[config.mk]
export PLATFORM = sky130hd
export DESIGN_NAME = rename_stage_flat
export DESIGN_NICKNAME = d
export VERILOG_FILES = /design/src/rtl/rename_stage_if.sv /design/src/rtl/rename_stage.sv /design/src/flat_wrapper.sv
export SDC_FILE = /design/constraint.sdc
export NUM_CORES = 2
export LEC_CHECK = 0
export CORE_ASPECT_RATIO = 0.7
export CORE_MARGIN = 5
export CORE_UTILIZATION = 55
export DETAILED_ROUTE_END_ITERATION = 16
export PLACE_DENSITY = 0.83
export SLEW_MARGIN = 15
export SYNTH_ARGS = -nofsm -noshare
export SYNTH_HDL_FRONTEND = slang
export SYNTH_SLANG_ARGS = --single-unit
export TNS_END_PERCENT = 10
[constraint.sdc]
create_clock -name clk_i -period 6.8 [get_ports clk_i]
set_input_delay 2.04 -clock clk_i [delete_from_list [all_inputs] [get_ports clk_i]]
set_output_delay 2.04 -clock clk_i [all_outputs]
set_load 0.005 [all_outputs]
[src/rtl/rename_stage_if.sv]
// rename_stage_if: decode3-to-rename, rename-to-dispatch and ROB commit signals.
// master drives the stage inputs; slave is the rename stage itself.
`default_nettype none
interface rename_stage_if #(
  parameter int ARCH_REGS = 32,
  parameter int PHYS_REGS = 64,
  parameter int PAYLOAD_W = 160
);
  localparam int AW = $clog2(ARCH_REGS);
  localparam int PW = $clog2(PHYS_REGS);

  logic                 in_valid;
  logic                 in_ready;
  logic [AW-1:0]        in_rs1_arch, in_rs2_arch, in_rs3_arch;
  logic                 in_rs1_valid, in_rs2_valid, in_rs3_valid;
  logic                 in_rs1_pred, in_rs2_pred, in_rs3_pred;
  logic [AW-1:0]        in_rd_arch;
  logic                 in_rd_valid;
  logic [PAYLOAD_W-1:0] in_payload;

  logic                 out_valid;
  logic                 out_ready;
  logic [PW-1:0]        out_rs1_phys, out_rs2_phys, out_rs3_phys;
  logic                 out_rs1_valid, out_rs2_valid, out_rs3_valid;
  logic                 out_rs1_pred, out_rs2_pred, out_rs3_pred;
  logic [PW-1:0]        out_rd_phys, out_rd_old_phys;
  logic                 out_rd_valid;
  logic [PAYLOAD_W-1:0] out_payload;

  logic                 commit_valid;
  logic [AW-1:0]        commit_rd_arch;
  logic [PW-1:0]        commit_rd_phys, commit_old_phys;

  modport master (
    output in_valid, in_rs1_arch, in_rs2_arch, in_rs3_arch,
           in_rs1_valid, in_rs2_valid, in_rs3_valid,
           in_rs1_pred, in_rs2_pred, in_rs3_pred,
           in_rd_arch, in_rd_valid, in_payload, out_ready,
           commit_valid, commit_rd_arch, commit_rd_phys, commit_old_phys,
    input  in_ready, out_valid, out_rs1_phys, out_rs2_phys, out_rs3_phys,
           out_rs1_valid, out_rs2_valid, out_rs3_valid,
           out_rs1_pred, out_rs2_pred, out_rs3_pred,
           out_rd_phys, out_rd_old_phys, out_rd_valid, out_payload
  );

  modport slave (
    input  in_valid, in_rs1_arch, in_rs2_arch, in_rs3_arch,
           in_rs1_valid, in_rs2_valid, in_rs3_valid,
           in_rs1_pred, in_rs2_pred, in_rs3_pred,
           in_rd_arch, in_rd_valid, in_payload, out_ready,
           commit_valid, commit_rd_arch, commit_rd_phys, commit_old_phys,
    output in_ready, out_valid, out_rs1_phys, out_rs2_phys, out_rs3_phys,
           out_rs1_valid, out_rs2_valid, out_rs3_valid,
           out_rs1_pred, out_rs2_pred, out_rs3_pred,
           out_rd_phys, out_rd_old_phys, out_rd_valid, out_payload
  );
endinterface
`default_nettype wire

[src/rtl/rename_stage.sv]
// rename_stage: speculative/retirement RATs and circular free list; flush restores committed state.
// Optional macro RNS_PERF_CNT_EN adds a saturating empty-free-list stall counter.
`default_nettype none
module rename_stage #(
  parameter int ARCH_REGS = 32,
  parameter int PHYS_REGS = 64,
  parameter int PAYLOAD_W = 160
) (
  input  logic          clk_i,
  input  logic          rst_ni,
  input  logic          clk_en_i,
  input  logic          flush_valid_i,
  rename_stage_if.slave rn,
  output logic [31:0]   perf_empty_stalls_o
);
  localparam int AW        = $clog2(ARCH_REGS);
  localparam int PW        = $clog2(PHYS_REGS);
  localparam int FREE_INIT = PHYS_REGS - ARCH_REGS;
  localparam logic [PW:0] PTR_ONE = 1;

  logic [PW-1:0] spec_rat_q   [ARCH_REGS];
  logic [PW-1:0] retire_rat_q [ARCH_REGS];
  logic [PW-1:0] free_q       [PHYS_REGS];
  logic [PW:0]   head_q, tail_q, commit_head_q;
  logic [PW:0]   count;
  logic          need_alloc, accept, commit_fire, commit_rat_wr;

  logic [AW-1:0] rs_arch [3];
  logic [2:0]    rs_valid, rs_pred, rs_use;
  logic [PW-1:0] rs_phys_d [3];
  logic [PW-1:0] rd_phys_d, rd_old_d;

  logic                 out_valid_q, rd_valid_q;
  logic [PW-1:0]        rs_phys_q [3];
  logic [2:0]           rs_valid_q, rs_pred_q;
  logic [PW-1:0]        rd_phys_q, rd_old_q;
  logic [PAYLOAD_W-1:0] payload_q;

  assign rs_arch[0] = rn.in_rs1_arch;
  assign rs_arch[1] = rn.in_rs2_arch;
  assign rs_arch[2] = rn.in_rs3_arch;
  assign rs_valid   = {rn.in_rs3_valid, rn.in_rs2_valid, rn.in_rs1_valid};
  assign rs_pred    = {rn.in_rs3_pred, rn.in_rs2_pred, rn.in_rs1_pred};
  assign rs_use     = rs_valid & ~rs_pred;

  // Pointers carry one extra wrap bit so full and empty stay distinguishable.
  assign need_alloc    = rn.in_rd_valid && (rn.in_rd_arch != '0);
  assign count         = tail_q - head_q;
  assign rn.in_ready   = rst_ni && clk_en_i && !flush_valid_i &&
                         (!out_valid_q || rn.out_ready) && (!need_alloc || count != '0);
  assign accept        = rn.in_valid && rn.in_ready;
  assign commit_fire   = clk_en_i && rn.commit_valid;
  assign commit_rat_wr = commit_fire && (rn.commit_rd_arch != '0);

  // Lookups use the table before this instruction's own rd update.
  always_comb begin
    for (int k = 0; k < 3; k++) begin
      rs_phys_d[k] = rs_use[k] ? spec_rat_q[rs_arch[k]] : '0;
    end
    rd_phys_d = need_alloc ? free_q[head_q[PW-1:0]] : '0;
    rd_old_d  = need_alloc ? spec_rat_q[rn.in_rd_arch] : '0;
  end

  always_ff @(posedge clk_i or negedge rst_ni) begin
    if (!rst_ni) begin
      for (int i = 0; i < ARCH_REGS; i++) begin
        spec_rat_q[i]   <= PW'(i);
        retire_rat_q[i] <= PW'(i);
      end
      for (int i = 0; i < PHYS_REGS; i++) begin
        free_q[i] <= (i < FREE_INIT) ? PW'(ARCH_REGS + i) : '0;
      end
      head_q        <= '0;
      commit_head_q <= '0;
      tail_q        <= (PW+1)'(FREE_INIT);
    end else if (clk_en_i) begin
      if (commit_fire) begin
        if (commit_rat_wr) retire_rat_q[rn.commit_rd_arch] <= rn.commit_rd_phys;
        free_q[tail_q[PW-1:0]] <= rn.commit_old_phys;
        tail_q                 <= tail_q + PTR_ONE;
        commit_head_q          <= commit_head_q + PTR_ONE;
      end
      // Flush folds in any same-cycle commit so the restored state is current.
      if (flush_valid_i) begin
        for (int i = 0; i < ARCH_REGS; i++) begin
          spec_rat_q[i] <= (commit_rat_wr && rn.commit_rd_arch == AW'(i)) ?
                           rn.commit_rd_phys : retire_rat_q[i];
        end
        head_q <= commit_fire ? commit_head_q + PTR_ONE : commit_head_q;
      end else if (accept && need_alloc) begin
        spec_rat_q[rn.in_rd_arch] <= rd_phys_d;
        head_q                    <= head_q + PTR_ONE;
      end
    end
  end

  always_ff @(posedge clk_i or negedge rst_ni) begin
    if (!rst_ni) begin
      out_valid_q <= 1'b0;
      for (int k = 0; k < 3; k++) rs_phys_q[k] <= '0;
      rs_valid_q  <= '0;
      rs_pred_q   <= '0;
      rd_phys_q   <= '0;
      rd_old_q    <= '0;
      rd_valid_q  <= 1'b0;
      payload_q   <= '0;
    end else if (clk_en_i) begin
      if (flush_valid_i) begin
        out_valid_q <= 1'b0;
      end else if (accept) begin
        out_valid_q <= 1'b1;
        for (int k = 0; k < 3; k++) rs_phys_q[k] <= rs_phys_d[k];
        rs_valid_q  <= rs_valid;
        rs_pred_q   <= rs_pred;
        rd_phys_q   <= rd_phys_d;
        rd_old_q    <= rd_old_d;
        rd_valid_q  <= need_alloc;
        payload_q   <= rn.in_payload;
      end else if (rn.out_ready) begin
        out_valid_q <= 1'b0;
      end
    end
  end

  assign rn.out_valid       = out_valid_q;
  assign rn.out_rs1_phys    = rs_phys_q[0];
  assign rn.out_rs2_phys    = rs_phys_q[1];
  assign rn.out_rs3_phys    = rs_phys_q[2];
  assign rn.out_rs1_valid   = rs_valid_q[0];
  assign rn.out_rs2_valid   = rs_valid_q[1];
  assign rn.out_rs3_valid   = rs_valid_q[2];
  assign rn.out_rs1_pred    = rs_pred_q[0];
  assign rn.out_rs2_pred    = rs_pred_q[1];
  assign rn.out_rs3_pred    = rs_pred_q[2];
  assign rn.out_rd_phys     = rd_phys_q;
  assign rn.out_rd_old_phys = rd_old_q;
  assign rn.out_rd_valid    = rd_valid_q;
  assign rn.out_payload     = payload_q;

`ifdef RNS_PERF_CNT_EN
  logic [31:0] perf_q;

  always_ff @(posedge clk_i or negedge rst_ni) begin
    if (!rst_ni) begin
      perf_q <= '0;
    end else if (clk_en_i) begin
      if (flush_valid_i) begin
        perf_q <= '0;
      end else if (rn.in_valid && need_alloc && count == '0 && perf_q != '1) begin
        perf_q <= perf_q + 32'd1;
      end
    end
  end

  assign perf_empty_stalls_o = perf_q;
`else
  assign perf_empty_stalls_o = '0;
`endif
endmodule
`default_nettype wire
[src/flat_wrapper.sv]
// flat-port wrapper written by rule: the top's interface ports become plain ports
module rename_stage_flat 
#(
  parameter int ARCH_REGS = 32,
  parameter int PHYS_REGS = 64,
  parameter int PAYLOAD_W = 160
)
  (clk_i, rst_ni, clk_en_i, flush_valid_i, perf_empty_stalls_o, rn_in_valid, rn_in_rs1_arch, rn_in_rs2_arch, rn_in_rs3_arch, rn_in_rs1_valid, rn_in_rs2_valid, rn_in_rs3_valid, rn_in_rs1_pred, rn_in_rs2_pred, rn_in_rs3_pred, rn_in_rd_arch, rn_in_rd_valid, rn_in_payload, rn_out_ready, rn_commit_valid, rn_commit_rd_arch, rn_commit_rd_phys, rn_commit_old_phys, rn_in_ready, rn_out_valid, rn_out_rs1_phys, rn_out_rs2_phys, rn_out_rs3_phys, rn_out_rs1_valid, rn_out_rs2_valid, rn_out_rs3_valid, rn_out_rs1_pred, rn_out_rs2_pred, rn_out_rs3_pred, rn_out_rd_phys, rn_out_rd_old_phys, rn_out_rd_valid, rn_out_payload);
  rename_stage_if #(.ARCH_REGS(ARCH_REGS), .PHYS_REGS(PHYS_REGS), .PAYLOAD_W(PAYLOAD_W)) rn_i ();
  input  logic clk_i;
  input  logic rst_ni;
  input  logic clk_en_i;
  input  logic flush_valid_i;
  output logic [31:0] perf_empty_stalls_o;
  input wire logic [$bits(rn_i.in_valid)-1:0] rn_in_valid;
  input wire logic [$bits(rn_i.in_rs1_arch)-1:0] rn_in_rs1_arch;
  input wire logic [$bits(rn_i.in_rs2_arch)-1:0] rn_in_rs2_arch;
  input wire logic [$bits(rn_i.in_rs3_arch)-1:0] rn_in_rs3_arch;
  input wire logic [$bits(rn_i.in_rs1_valid)-1:0] rn_in_rs1_valid;
  input wire logic [$bits(rn_i.in_rs2_valid)-1:0] rn_in_rs2_valid;
  input wire logic [$bits(rn_i.in_rs3_valid)-1:0] rn_in_rs3_valid;
  input wire logic [$bits(rn_i.in_rs1_pred)-1:0] rn_in_rs1_pred;
  input wire logic [$bits(rn_i.in_rs2_pred)-1:0] rn_in_rs2_pred;
  input wire logic [$bits(rn_i.in_rs3_pred)-1:0] rn_in_rs3_pred;
  input wire logic [$bits(rn_i.in_rd_arch)-1:0] rn_in_rd_arch;
  input wire logic [$bits(rn_i.in_rd_valid)-1:0] rn_in_rd_valid;
  input wire logic [$bits(rn_i.in_payload)-1:0] rn_in_payload;
  input wire logic [$bits(rn_i.out_ready)-1:0] rn_out_ready;
  input wire logic [$bits(rn_i.commit_valid)-1:0] rn_commit_valid;
  input wire logic [$bits(rn_i.commit_rd_arch)-1:0] rn_commit_rd_arch;
  input wire logic [$bits(rn_i.commit_rd_phys)-1:0] rn_commit_rd_phys;
  input wire logic [$bits(rn_i.commit_old_phys)-1:0] rn_commit_old_phys;
  output wire logic [$bits(rn_i.in_ready)-1:0] rn_in_ready;
  output wire logic [$bits(rn_i.out_valid)-1:0] rn_out_valid;
  output wire logic [$bits(rn_i.out_rs1_phys)-1:0] rn_out_rs1_phys;
  output wire logic [$bits(rn_i.out_rs2_phys)-1:0] rn_out_rs2_phys;
  output wire logic [$bits(rn_i.out_rs3_phys)-1:0] rn_out_rs3_phys;
  output wire logic [$bits(rn_i.out_rs1_valid)-1:0] rn_out_rs1_valid;
  output wire logic [$bits(rn_i.out_rs2_valid)-1:0] rn_out_rs2_valid;
  output wire logic [$bits(rn_i.out_rs3_valid)-1:0] rn_out_rs3_valid;
  output wire logic [$bits(rn_i.out_rs1_pred)-1:0] rn_out_rs1_pred;
  output wire logic [$bits(rn_i.out_rs2_pred)-1:0] rn_out_rs2_pred;
  output wire logic [$bits(rn_i.out_rs3_pred)-1:0] rn_out_rs3_pred;
  output wire logic [$bits(rn_i.out_rd_phys)-1:0] rn_out_rd_phys;
  output wire logic [$bits(rn_i.out_rd_old_phys)-1:0] rn_out_rd_old_phys;
  output wire logic [$bits(rn_i.out_rd_valid)-1:0] rn_out_rd_valid;
  output wire logic [$bits(rn_i.out_payload)-1:0] rn_out_payload;
  assign rn_i.in_valid = rn_in_valid;
  assign rn_i.in_rs1_arch = rn_in_rs1_arch;
  assign rn_i.in_rs2_arch = rn_in_rs2_arch;
  assign rn_i.in_rs3_arch = rn_in_rs3_arch;
  assign rn_i.in_rs1_valid = rn_in_rs1_valid;
  assign rn_i.in_rs2_valid = rn_in_rs2_valid;
  assign rn_i.in_rs3_valid = rn_in_rs3_valid;
  assign rn_i.in_rs1_pred = rn_in_rs1_pred;
  assign rn_i.in_rs2_pred = rn_in_rs2_pred;
  assign rn_i.in_rs3_pred = rn_in_rs3_pred;
  assign rn_i.in_rd_arch = rn_in_rd_arch;
  assign rn_i.in_rd_valid = rn_in_rd_valid;
  assign rn_i.in_payload = rn_in_payload;
  assign rn_i.out_ready = rn_out_ready;
  assign rn_i.commit_valid = rn_commit_valid;
  assign rn_i.commit_rd_arch = rn_commit_rd_arch;
  assign rn_i.commit_rd_phys = rn_commit_rd_phys;
  assign rn_i.commit_old_phys = rn_commit_old_phys;
  assign rn_in_ready = rn_i.in_ready;
  assign rn_out_valid = rn_i.out_valid;
  assign rn_out_rs1_phys = rn_i.out_rs1_phys;
  assign rn_out_rs2_phys = rn_i.out_rs2_phys;
  assign rn_out_rs3_phys = rn_i.out_rs3_phys;
  assign rn_out_rs1_valid = rn_i.out_rs1_valid;
  assign rn_out_rs2_valid = rn_i.out_rs2_valid;
  assign rn_out_rs3_valid = rn_i.out_rs3_valid;
  assign rn_out_rs1_pred = rn_i.out_rs1_pred;
  assign rn_out_rs2_pred = rn_i.out_rs2_pred;
  assign rn_out_rs3_pred = rn_i.out_rs3_pred;
  assign rn_out_rd_phys = rn_i.out_rd_phys;
  assign rn_out_rd_old_phys = rn_i.out_rd_old_phys;
  assign rn_out_rd_valid = rn_i.out_rd_valid;
  assign rn_out_payload = rn_i.out_payload;
  rename_stage #(.ARCH_REGS(ARCH_REGS), .PHYS_REGS(PHYS_REGS), .PAYLOAD_W(PAYLOAD_W)) u_core (.clk_i(clk_i), .rst_ni(rst_ni), .clk_en_i(clk_en_i), .flush_valid_i(flush_valid_i), .rn(rn_i), .perf_empty_stalls_o(perf_empty_stalls_o));
endmodule
==> results by group <==
Outcome
  – Outcome: finished, final reports clean

Placement
  – Hpwl dp: 100 mm
  – Placed Cells: 5,108
  – Port bufs: 409
  – Gp weighted congestion: 1.03

Critical path
  – Worst EP required: roughly 4.8 ns
  – Worst Path Arrival: 4.16 ns
  – Critical path capture point type: output port
  – Maximum fanout along the worst path: 10
  – Critical setup path kind: in -> out
  – Worst Setup Start Kind: input port

STA
  – Final setup TNS: 0 ns
  – Fmax: 161 MHz
  – Hold Slack: 0.382 ns
  – Tightest Pin Transition: 1.31 ns
  – Clk_skew: 0.0788 ns
  – RSZ-0062 raised after global routing: no
  – Setup violators final: 0
  – Final min period: about 6.2 ns
  – Period utilisation layout: 91.1%
  – Max-slew headroom: 12.3%
  – Final Hold Vio Count: 0
  – Max-slew violation count: 0

Clock tree
  – Post-cts sizing count: 0
  – Post-CTS Hold Buffers: 0
  – CTS sink cnt: 987
  – Bufs on Longest Clock Path: 3
  – # Post-CTS Setup Buffers: 0
  – H-tree level count: 3
  – Clk Tree Root Cell: clkbuf_16
  – Clk_lat worst skew: about 0.74 ns
  – CTS tree: yes
  – Clk slew on worst S/H paths: 0.06 ns
  – Inserted Clock Buffers: between 90 and 100

Yosys
  – Mean Syn Cell Area: 12.8 µm²
  – Main synth FF type: dfrtp_1
  – Post-synth top cells: dfrtp_1, nand2_1, mux2_2
  – Synth top area share: 37.1%
  – Synth area leader: dfrtp_1
  – Sequential fraction of the synthesis area: a little over half
  – Synth warn: 0
  – Synth cell types: 74
  – Cell with the most instances after synthesis: dfrtp_1
  – Asr flop ratio synth: 100%
  – Number of synthesized flops with an enable pin: 0
  – Top post-synthesis cells by area: dfrtp_1, dfstp_2, mux2_2, mux4_2, nand2_1
  – Seq cells post-synth: between 900 and 1,000
  – Synth Instances: 3,766
  – Netlist Area Pre-Place: 48,100 µm²

Global route
  – Initial antenna violation count: 8
  – Gr usage total: 32.1%
  – Vias in the first global route: 36,167
  – GRT overflow: 0
  – First-pass GRT wire length: around 230 mm
  – Largest net degree at the start of global routing: 174

Floorplan
  – Row Count: 90
  – Die Span Y: 258 µm
  – DIE AREA: roughly 94,000 µm²
  – Io pins: 442
  – Initial Util: 55.7%
  – Die width: 364 µm
  – Core ar.: just under 90,000 µm²

Power
  – Power Dens Cells: about 330 nW/µm²
  – Net Sw Frac: between 30 and 40%
  – Int Pwr: between 10 and 15 mW
  – Clk network pwr share: 30.0%
  – P_leak: 24.6 nW
  – Combinational share of power: about 28%
  – Net Switching: 6.18 mW
  – Worst IR Drop VDD: 0.000349 V
  – Sequential power share: 41.9%
  – Total power: 18.4 mW

Route
  – Initial DRC count: 4,802
  – Total iterations of the first detailed-routing run: 8
  – Drt total wl: ~150 mm
  – Vias: 35,883
  – Avg WL per Cell: 28.9 µm
  – DRC viols: 0
  – ANT nets after route: 0
  – Vias/cell: 6.78

Hold path
  – Tightest Hold Check Type: reg -> reg

Cells and area
  – Final cell count without fillers: 5,295
  – Layout cells sized above 1: 33.4%
  – Area Growth Syn to Fin: 16.5%
  – Nets: 4,275

Flow run
  – Max cap viols: 0
power by group through the flow:
stage,logic (mW),clock network [mW],registers (mW)
after detailed placement,4.95,0,7.75
after global placement,4.84,0,7.68
after floorplan,2.97,0,7.51
after CTS,4.99,5.56,7.67
final,5.18,5.54,7.72
after global routing,5.35,5.83,7.79
layer usage:
| layer | part of all wire (%) | track usage [%] |
|---|---|---|
| met3 | 15 | 16.5 |
| met4 | 4.3 | 10.9 |
| met5 | 0.37 | 3.51 |
| met2 | 43 | 45.6 |
| met1 | 37 | 42.6 |
worst paths after layout:
kind | cells after the start | slack, ns | to | from
setup / recovery | 7 | 0.60 | rn_in_ready | rn_in_rd_arch[2]
hold / removal | 0 | 0.38 | u_core.retire_rat_q[188] | u_core.retire_rat_q[188]
setup reg to reg | 12 | 1.78 | u_core.rn.out_rs1_phys[4] | u_core.head_q[1]
hold reg to reg | 0 | 0.38 | u_core.retire_rat_q[188] | u_core.retire_rat_q[188]
max in group asynchronous | 4 | 2.94 | u_core.free_q[122] | rst_ni
min in group asynchronous | 1 | 1.17 | u_core.free_q[330] | rst_ni
registers in the layout, indices dropped and copies added, names as in the netlist:
| signal | count |
|---|---|
| u_core.commit_head_q | 7 |
| u_core.free_q | 384 |
| u_core.head_q | 7 |
| u_core.retire_rat_q | 192 |
| u_core.rn.out_payload | 160 |
| u_core.rn.out_rd_old_phys | 6 |
| u_core.rn.out_rd_phys | 6 |
| u_core.rn.out_rd_valid | 1 |
| u_core.rn.out_rs1_phys | 6 |
| u_core.rn.out_rs2_phys | 6 |
| u_core.rn.out_rs3_phys | 6 |
| u_core.rn.out_valid | 1 |
| u_core.rs_pred_q | 3 |
| u_core.rs_valid_q | 3 |
| u_core.spec_rat_q | 192 |
| u_core.tail_q | 7 |
through the flow:
stage / cell area, µm² / setup WS [ns] / utilization, %
6_report: 56100 / 0.605 / 64.8
5_1_grt: 56100 / 0.611 / 64.8
4_1_cts: 56100 / 0.668 / 64.8
3_5_place_dp: 52800 / 0.703 / 61.0
3_3_place_gp: 52800 / 0.631 / 61.0
2_1_floorplan: 48300 / 1.32 / -
logic make-up after synthesis:
family	count (synthesis)	synth area share, %
AOI/OAI and AO/OA	540	6.91
buffers and inverters	325	3.42
muxes	943	29.0
other	1	0.00779
xor gates and xnor gates	14	0.255
adders and majority gates	9	0.234
and+or+nand+nor	947	8.20
DFF	987	52.0
placed cells by master, fill, tap and decap left out, drive strengths merged, types with 32 or more instances in the layout:
cell           count
o22ai            174
mux4             296
clkdlybuf4s50    393
conb              32
buf               85
clkbuf           137
nor2             121
nand3             33
mux2             571
mux2i             76
a21oi            177
dfrtp            714
dfstp            273
o21ai             56
nor3              49
nand2            645
worst max-delay path, cell delays in order:
cell	delay [ns]
clkdlybuf4s50_1	0.44
nor3_1	0.31
a21boi_1	0.12
buf_4	0.21
o211a_1	0.15
nor2_1	0.25
clkdlybuf4s50_1	0.64
area by class of cell:
type | instances | area, µm²
flip-flops and latches | 987 | 25000
multi-input cells | 2485 | 21600
inverters | 8 | 30.0
well taps | 1150 | 1440
diodes | 8 | 20.0
repair buffers | 478 | 4650
fillers | 6098 | 30400
clock buffers | 137 | 2770
clock inverters | 42 | 502
Power figures use the tool's default switching activity.
